[config.mk]
export PLATFORM = sky130hd
export DESIGN_NAME = sc_fifo_flat
export DESIGN_NICKNAME = d
export VERILOG_FILES = /design/src/rtl/sc_fifo_if.sv /design/src/rtl/sc_fifo.sv /design/src/flat_wrapper.sv
export SDC_FILE = /design/constraint.sdc
export NUM_CORES = 1
export LEC_CHECK = 0
export CORE_ASPECT_RATIO = 2
export CORE_MARGIN = 10
export CORE_UTILIZATION = 30
export CTS_CLUSTER_DIAMETER = 30
export CTS_CLUSTER_SIZE = 16
export DETAILED_ROUTE_END_ITERATION = 8
export GPL_TIMING_DRIVEN = 0
export PLACE_DENSITY = 0.55
export RECOVER_POWER = 50
export SYNTH_ARGS = -nofsm -noshare
export SYNTH_HDL_FRONTEND = slang
export SYNTH_SLANG_ARGS = --single-unit
[constraint.sdc]
create_clock -name clk_i -period 2.8 [get_ports clk_i]
set_input_delay 0.42 -clock clk_i [delete_from_list [all_inputs] [get_ports clk_i]]
set_output_delay 0.42 -clock clk_i [all_outputs]
set_load 0.01 [all_outputs]
[src/rtl/sc_fifo_if.sv]
// sc_fifo handshake bundle: write side, read side, status.
// SC_FIFO_ERR_FLAGS_EN adds the sticky ovf_o/udf_o error outputs.
interface sc_fifo_if #(
  parameter int DWIDTH = 8,
  parameter int AWIDTH = 4
);
  logic              wrreq_i;
  logic [DWIDTH-1:0] data_i;
  logic              rdreq_i;
  logic [DWIDTH-1:0] q_o;
  logic              empty_o;
  logic              full_o;
  logic [AWIDTH-1:0] usedw_o;
`ifdef SC_FIFO_ERR_FLAGS_EN
  logic              ovf_o;
  logic              udf_o;
`endif

  modport master (
    output wrreq_i, data_i, rdreq_i,
`ifdef SC_FIFO_ERR_FLAGS_EN
    input  ovf_o, udf_o,
`endif
    input  q_o, empty_o, full_o, usedw_o
  );

  modport slave (
    input  wrreq_i, data_i, rdreq_i,
`ifdef SC_FIFO_ERR_FLAGS_EN
    output ovf_o, udf_o,
`endif
    output q_o, empty_o, full_o, usedw_o
  );
endinterface

[src/rtl/sc_fifo.sv]
// Single-clock FIFO, cycle-exact scfifo replacement (normal/show-ahead).
// Optional macro SC_FIFO_ERR_FLAGS_EN: sticky ovf_o/udf_o plus SVA warnings.
module sc_fifo #(
  parameter int DWIDTH    = 8,
  parameter int AWIDTH    = 4,
  parameter     SHOWAHEAD = "OFF"
) (
  input  logic        clk_i,
  input  logic        srst_i,
  sc_fifo_if.slave    bus
);
  localparam int          DEPTH = 1 << AWIDTH;
  localparam [AWIDTH:0]   CFULL = {1'b1, {AWIDTH{1'b0}}};

  logic [DWIDTH-1:0] mem_q [DEPTH];
  logic [AWIDTH-1:0] wr_ptr_q, rd_ptr_q;
  logic [AWIDTH:0]   cnt_q, cnt_d;
  logic              empty_q, full_q;
  logic [AWIDTH-1:0] usedw_q;
  logic              wr_en, rd_en;

  // Requests are qualified by the registered flags only.
  assign wr_en = bus.wrreq_i & ~full_q;
  assign rd_en = bus.rdreq_i & ~empty_q;
  assign cnt_d = cnt_q + (AWIDTH+1)'(wr_en)
                       - (AWIDTH+1)'(rd_en);

  assign bus.empty_o = empty_q;
  assign bus.full_o  = full_q;
  assign bus.usedw_o = usedw_q;

  // Storage array; no reset, a read never hits the write address.
  always_ff @(posedge clk_i) begin
    if (wr_en) mem_q[wr_ptr_q] <= bus.data_i;
  end

  // Pointers, count and registered status flags.
  always_ff @(posedge clk_i) begin
    if (srst_i) begin
      wr_ptr_q <= '0;
      rd_ptr_q <= '0;
      cnt_q    <= '0;
      empty_q  <= 1'b1;
      full_q   <= 1'b0;
      usedw_q  <= '0;
    end else begin
      if (wr_en) wr_ptr_q <= wr_ptr_q + 1'b1;
      if (rd_en) rd_ptr_q <= rd_ptr_q + 1'b1;
      cnt_q   <= cnt_d;
      empty_q <= (cnt_d == '0);
      full_q  <= (cnt_d == CFULL);
      usedw_q <= cnt_d[AWIDTH-1:0];
    end
  end

  if (SHOWAHEAD == "ON") begin : g_sa
    assign bus.q_o = mem_q[rd_ptr_q];
  end else begin : g_nrm
    logic [DWIDTH-1:0] q_q;
    // Registered read data, updated only on an accepted read.
    always_ff @(posedge clk_i) begin
      if (srst_i)     q_q <= '0;
      else if (rd_en) q_q <= mem_q[rd_ptr_q];
    end
    assign bus.q_o = q_q;
  end

`ifdef SC_FIFO_ERR_FLAGS_EN
  logic ovf_q, udf_q;
  // Sticky misuse flags, cleared only by reset.
  always_ff @(posedge clk_i) begin
    if (srst_i) begin
      ovf_q <= 1'b0;
      udf_q <= 1'b0;
    end else begin
      if (bus.wrreq_i & full_q)  ovf_q <= 1'b1;
      if (bus.rdreq_i & empty_q) udf_q <= 1'b1;
    end
  end
  assign bus.ovf_o = ovf_q;
  assign bus.udf_o = udf_q;

  a_no_ovf : assert property (@(posedge clk_i) disable iff (srst_i)
    bus.wrreq_i |-> !full_q)
    else $warning("sc_fifo: write while full");
  a_no_udf : assert property (@(posedge clk_i) disable iff (srst_i)
    bus.rdreq_i |-> !empty_q)
    else $warning("sc_fifo: read while empty");
`endif
endmodule

[src/flat_wrapper.sv]
// flat-port wrapper written by rule: the top's interface ports become plain ports
module sc_fifo_flat 
#(
  parameter int DWIDTH    = 8,
  parameter int AWIDTH    = 4,
  parameter     SHOWAHEAD = "   "
)
  (clk_i, srst_i, bus_wrreq_i, bus_data_i, bus_rdreq_i, bus_q_o, bus_empty_o, bus_full_o, bus_usedw_o);
  sc_fifo_if #(.DWIDTH(DWIDTH), .AWIDTH(AWIDTH)) bus_i ();
  input  logic clk_i;
  input  logic srst_i;
  input wire logic [$bits(bus_i.wrreq_i)-1:0] bus_wrreq_i;
  input wire logic [$bits(bus_i.data_i)-1:0] bus_data_i;
  input wire logic [$bits(bus_i.rdreq_i)-1:0] bus_rdreq_i;
  output wire logic [$bits(bus_i.q_o)-1:0] bus_q_o;
  output wire logic [$bits(bus_i.empty_o)-1:0] bus_empty_o;
  output wire logic [$bits(bus_i.full_o)-1:0] bus_full_o;
  output wire logic [$bits(bus_i.usedw_o)-1:0] bus_usedw_o;
  assign bus_i.wrreq_i = bus_wrreq_i;
  assign bus_i.data_i = bus_data_i;
  assign bus_i.rdreq_i = bus_rdreq_i;
  assign bus_q_o = bus_i.q_o;
  assign bus_empty_o = bus_i.empty_o;
  assign bus_full_o = bus_i.full_o;
  assign bus_usedw_o = bus_i.usedw_o;
  sc_fifo #(.DWIDTH(DWIDTH), .AWIDTH(AWIDTH), .SHOWAHEAD(SHOWAHEAD)) u_core (.clk_i(clk_i), .srst_i(srst_i), .bus(bus_i));
endmodule
# Word level (Yosys, flattened, before mapping)
# Memories as Yosys holds them, arrays and structs flattened. A register that Yosys moved wholly into a read port is not among the register bits.
# Index checks and enable logic that the tools add are counted.
[classes]
addsub = 4
mux = 2
n_reduce_logical = 1
eq_ne = 1
bitwise = 4
[op_table]
columns = ["operator", "n"]
rows = [
  ["$add 4x1->4 const B", 2],
  ["$add 5x1->5", 1],
  ["$eq 5x5->1 const B", 1],
  ["$logic_not 5->1", 1],
  ["$sub 5x1->5", 1],
  ["$and 1x1->1", 2],
  ["$mux 1", 2],
  ["$not 1->1", 2],
]
[totals]
mem_bits_rw = 128
ff_bits = 19
input_bits = 12
memories = 1
elab_cells = 19
[memory_table]
columns = ["memory", "depth", "word_bits", "rd", "rd_ports_with_merged_regs", "wr", "line", "text"]
rows = [
  ["u_core.mem_q", 16, 8, 1, 1, 1, "sc_fifo.sv:15", "logic [DWIDTH-1:0] mem_q [DEPTH];"],
]

# Logic depth before layout (Yosys ltp)
[depth]
depth_word = 5
ltp_mapped = 11

# Least setup slack after synthesis
# Ideal clock, no wire load.
[synth_path]
path_type = "input to register"
from = "input port bus_rdreq_i"
to = "register u_core.full_q (netlist: u_core.bus.full_o)"
setup_slack_ps = 345
arrival_time_ps = 2352
cell_stages = 10
setup_time_ps = 103
required_ps = 2697
cell_sequence = "nor2b_1 > buf_2 > ha_1 > inv_1 > ha_1 > inv_1 > fa_1 > xnor2_1 > or3b_2 > a2111oi_2"
[synth_between]
elab_chain_len = 3
[synth_lines]
columns = ["element", "line", "text"]
rows = [
  ["start, declared", "flat_wrapper.sv:14", "input wire logic [$bits(bus_i.rdreq_i)-1:0] bus_rdreq_i;"],
  ["$and 1x1->1", "sc_fifo.sv:24", "assign rd_en = bus.rdreq_i & ~empty_q;"],
  ["via u_core.rd_en", "sc_fifo.sv:20", "logic wr_en, rd_en;"],
  ["$sub 5x1->5", "sc_fifo.sv:26", "- (AWIDTH+1)'(rd_en);"],
  ["$eq 5x5->1", "sc_fifo.sv:51", "full_q <= (cnt_d == CFULL);"],
  ["end signal, assigned", "sc_fifo.sv:51", ""],
  ["end, declared", "sc_fifo.sv:18", "logic empty_q, full_q;"],
]
# The timed path passes the listed nets, and every way through them passes these cells.
# A chain may end at the register's enable or synchronous reset.

# Worst setup path after layout
[layout_path]
from = "input port bus_wrreq_i"
to = "register u_core.full_q (netlist: u_core.bus.full_o)"
[layout_between]
elab_chain_len = 4
[layout_lines]
columns = ["element", "line", "text"]
rows = [
  ["start, declared", "flat_wrapper.sv:12", "input wire logic [$bits(bus_i.wrreq_i)-1:0] bus_wrreq_i;"],
  ["$and 1x1->1", "sc_fifo.sv:23", "assign wr_en = bus.wrreq_i & ~full_q;"],
  ["via u_core.wr_en", "sc_fifo.sv:20", ""],
  ["$add 5x1->5", "sc_fifo.sv:25", "assign cnt_d = cnt_q + (AWIDTH+1)'(wr_en)"],
  ["$sub 5x1->5", "sc_fifo.sv:26", ""],
  ["$eq 5x5->1", "sc_fifo.sv:51", ""],
]
# The timed path passes the listed nets, and every way through them passes these cells.

==> results.cfg <==
[clock_tree]
hold_buffers = 0
path_clk_slew_ps = 60
cts-buffers-inserted = 17
htree_levels = 4
clock-sinks = 151
cts_buffer_depth = 2
cts_tree = built
clk_latency_ps = 420
cts.root.buffer_cell = clkbuf_16

[final_layout]
nets = 417
fin_area_sq_um = 7160
diodes = 0
area_growth_syn_to_layout_pct = 19.1
drive_gt1_frac = 0.150

[yosys]
ys_ff_latch = 151
syn_nets = 374
synth_area_per_cell_sq_um = 17.1
async_flop_share = 0
netlist_instances = 351
synth_edf_count = 128
synthTopCellsByArea = edfxtp_1, dfxtp_1, mux4_2
ys_warn_count = 0
synth.top_cell.area_share = 0.640
synth-main-ff-cell = edfxtp_1
yosysTopAreaCell = edfxtp_1
yosysSeqAreaShare = 0.717
synth_area_sq_um = 6010
ys_types = 35

[worst_setup_path]
r2r_slack_ps = 350
cp_max_fo = 9
critPathCapture = u_core.bus.full_o$_SDFF_PP0_
path_cells = dlygate4sd3_1 > nor2b_1 > clkbuf_1 > ha_1 > inv_1 > fa_1 > xnor2_1 > or3b_2 > a2111oi_2
cp-start-kind = input pin
reg2reg_depth = 5
cp.required_ps = 3110
arrival_ps = 2930
setup.worst_path.start = bus_wrreq_i
cpPeakStageDelay_ps = 530
r2r_end = u_core.bus.q_o[6]$_SDFFE_PP0P_
crit_path_end_kind = flop
critical_path_class = input pin to flop
crit-reg2reg-launch = u_core.rd_ptr_q[2]$_SDFFE_PP0P_
crit_path_top_delay_cell = dlygate4sd3_1

[route]
first_iter_violations = 151
drcViolationCount = 0
drtAntennaViolNets = 0
firstDrtPassIters = 5
totalWireLength_mm = 13.2
viasPerCell = 4.50
vias = 3013
routedWlPerCell_um = 19.7

[die]
fp.dieH_um = 220
pin_count = 26
start_util = 0.303
rows = 73
die_area_sq_um = 26400
core_sq_um = 19800
die-width_um = 120

[global_route]
grt_pass1_wl_mm = 19.8
grt_max_degree = 17
grt-ovfl-total = 0
grt_usage = 0.104
grt_pass1_vias = 3343
antenna_found_initial = 0

[sta]
period_minus_slack_ps = 2620
worst_pin_slew_ps = 1290
fmax_ghz = 0.382
relSlewSlack = 0.136
skew_ps = 6.11
worst_slack_ps = 180
fin_crit_sh = 0.936
setup_viol = 0
hold_slack_ps = 417
maxSlewViolCount = 0
rsz0062_at_grt = no
hold_violations = 0

[job]
drv_cap = 0

[power_and_ir_drop]
p_total_mw = 5.77
powerDensity_nw_per_um2 = 806
leakagePower_nw = 2.29
peakVddDrop_uv = 487

[place]
place_area_sq_um = 6580
dp_hpwl_mm = 9.48
detailedPlace.worstSlack_ps = -344
io_buffers = 24
gp_congestion = 0.808

[min_path]
min_from = srst_i
min_path_type = input pin to flop

[run_status]
run_status = complete, no violations
[synth_stat cells (all sizes together) (2+ instances only)]
cell type,n
dfxtp,23
mux4,18
a22oi,15
a32oi,7
xor2,6
inv,9
a21oi,3
or3b,2
nor2,25
nor2b,7
ha,10
buf,15
mux2i,37
edfxtp,128
nor3,4
xnor2,4
clkbuf,9
nand2,6
nand2b,2
o21ai,9
[worst min path at each step]
stage / slack (ps) / depth (start not counted) / endpoint
3_5_place_dp: 470 / 2 / u_core.bus.q_o[7]$_SDFFE_PP0P_
4_1_cts: 390 / 2 / u_core.bus.usedw_o[0]$_SDFF_PP0_
6_report: 420 / 2 / u_core.bus.usedw_o[2]$_SDFF_PP0_
5_1_grt: 440 / 2 / u_core.bus.usedw_o[2]$_SDFF_PP0_
2_1_floorplan: 490 / 2 / u_core.rd_ptr_q[3]$_SDFFE_PP0P_
3_3_place_gp: 470 / 2 / u_core.bus.q_o[7]$_SDFFE_PP0P_
[worst max-delay path: cells and delay by family]
| kind | cells | cell delay, ps |
|---|---|---|
| xor gates and xnor gates | 1 | 170 |
| AOI/OAI and AO/OA | 1 | 220 |
| and+or+nand+nor | 2 | 580 |
| buffers and inverters | 3 | 910 |
| adders and majority gates | 2 | 630 |
[flip-flops by register name (all words and copies together), names as in the netlist]
signal / count
u_core.mem_q: 128
u_core.bus.q_o: 8
u_core.rd_ptr_q: 4
u_core.wr_ptr_q: 4
u_core.bus.usedw_o: 3
u_core.cnt_q: 2
u_core.bus.empty_o: 1
u_core.bus.full_o: 1
[placed cells by master (no fill, tap or decap), types with 3 or more instances in the layout]
master             n
clkbuf_16         17
a32oi_1            7
a21oi_1            3
dfxtp_1           23
clkbuf_1          16
nor2b_1            7
xor2_1             6
o21ai_0            6
clkdlybuf4s50_1    6
mux2i_1           37
o21ai_1            3
dlygate4sd3_1     18
nand2_1            6
nor2_1            25
mux4_2            18
ha_1              10
xnor2_1            4
bufinv_16          3
buf_4              7
a22oi_1           15
edfxtp_1         128
clkinv_2           6
buf_2              3
nor3_1             3
inv_1              9
[per-layer routing]
layer,part of all wire,global-route usage
met1,0.34,0.0920
met2,0.59,0.204
met3,0.029,0.0284
met4,0.033,0.0586
met5,0,0
[cell type report]
type,count,area [sq um]
buffer,24,120
clock buffer,21,450
clock inverter,11,131
fill,1853,12700
inverter,9,33.8
multi-input combinational,167,1550
sequential,151,4300
tap,262,328
timing repair buffer,24,240
[power breakdown]
part	leakage [nW]	internal [mW]	switching [mW]	total, mW
registers	1.34	2.56	0.0611	2.62
clock network	0.288	1.41	0.826	2.24
logic	0.656	0.413	0.494	0.907
total	2.29	4.39	1.38	5.77
[timing repair]
action / 4_1_cts / 5_1_grt
setup endpoints to repair: 0 / 1
gates resized for setup: 0 / 2
buffers inserted: 0 / 0
[metrics by stage]
| stage | setup TNS, ps | cells | util |
|---|---|---|---|
| floorplan | 0 | 351 | - |
| global placement | -6590 | 637 | 0.332 |
| detailed placement | -7850 | 637 | 0.332 |
| CTS | 0 | 669 | 0.361 |
| global route | 0 | 669 | 0.361 |
| finish | 0 | 669 | 0.361 |
[cell families (layout without fill, tap and decap cells)]
family	count (synthesis)	in the layout	synth area share
AND/OR/NAND/NOR	52	52	0.0417
buffers and inverters	33	89	0.0265
flip-flops	151	151	0.717
XOR/XNOR	10	10	0.0146
multiplexers	56	56	0.131
adder cells (fa/ha/maj)	11	11	0.0242
AO/OA/AOI/OAI	38	38	0.0456
(Power assumes the default switching activity.)
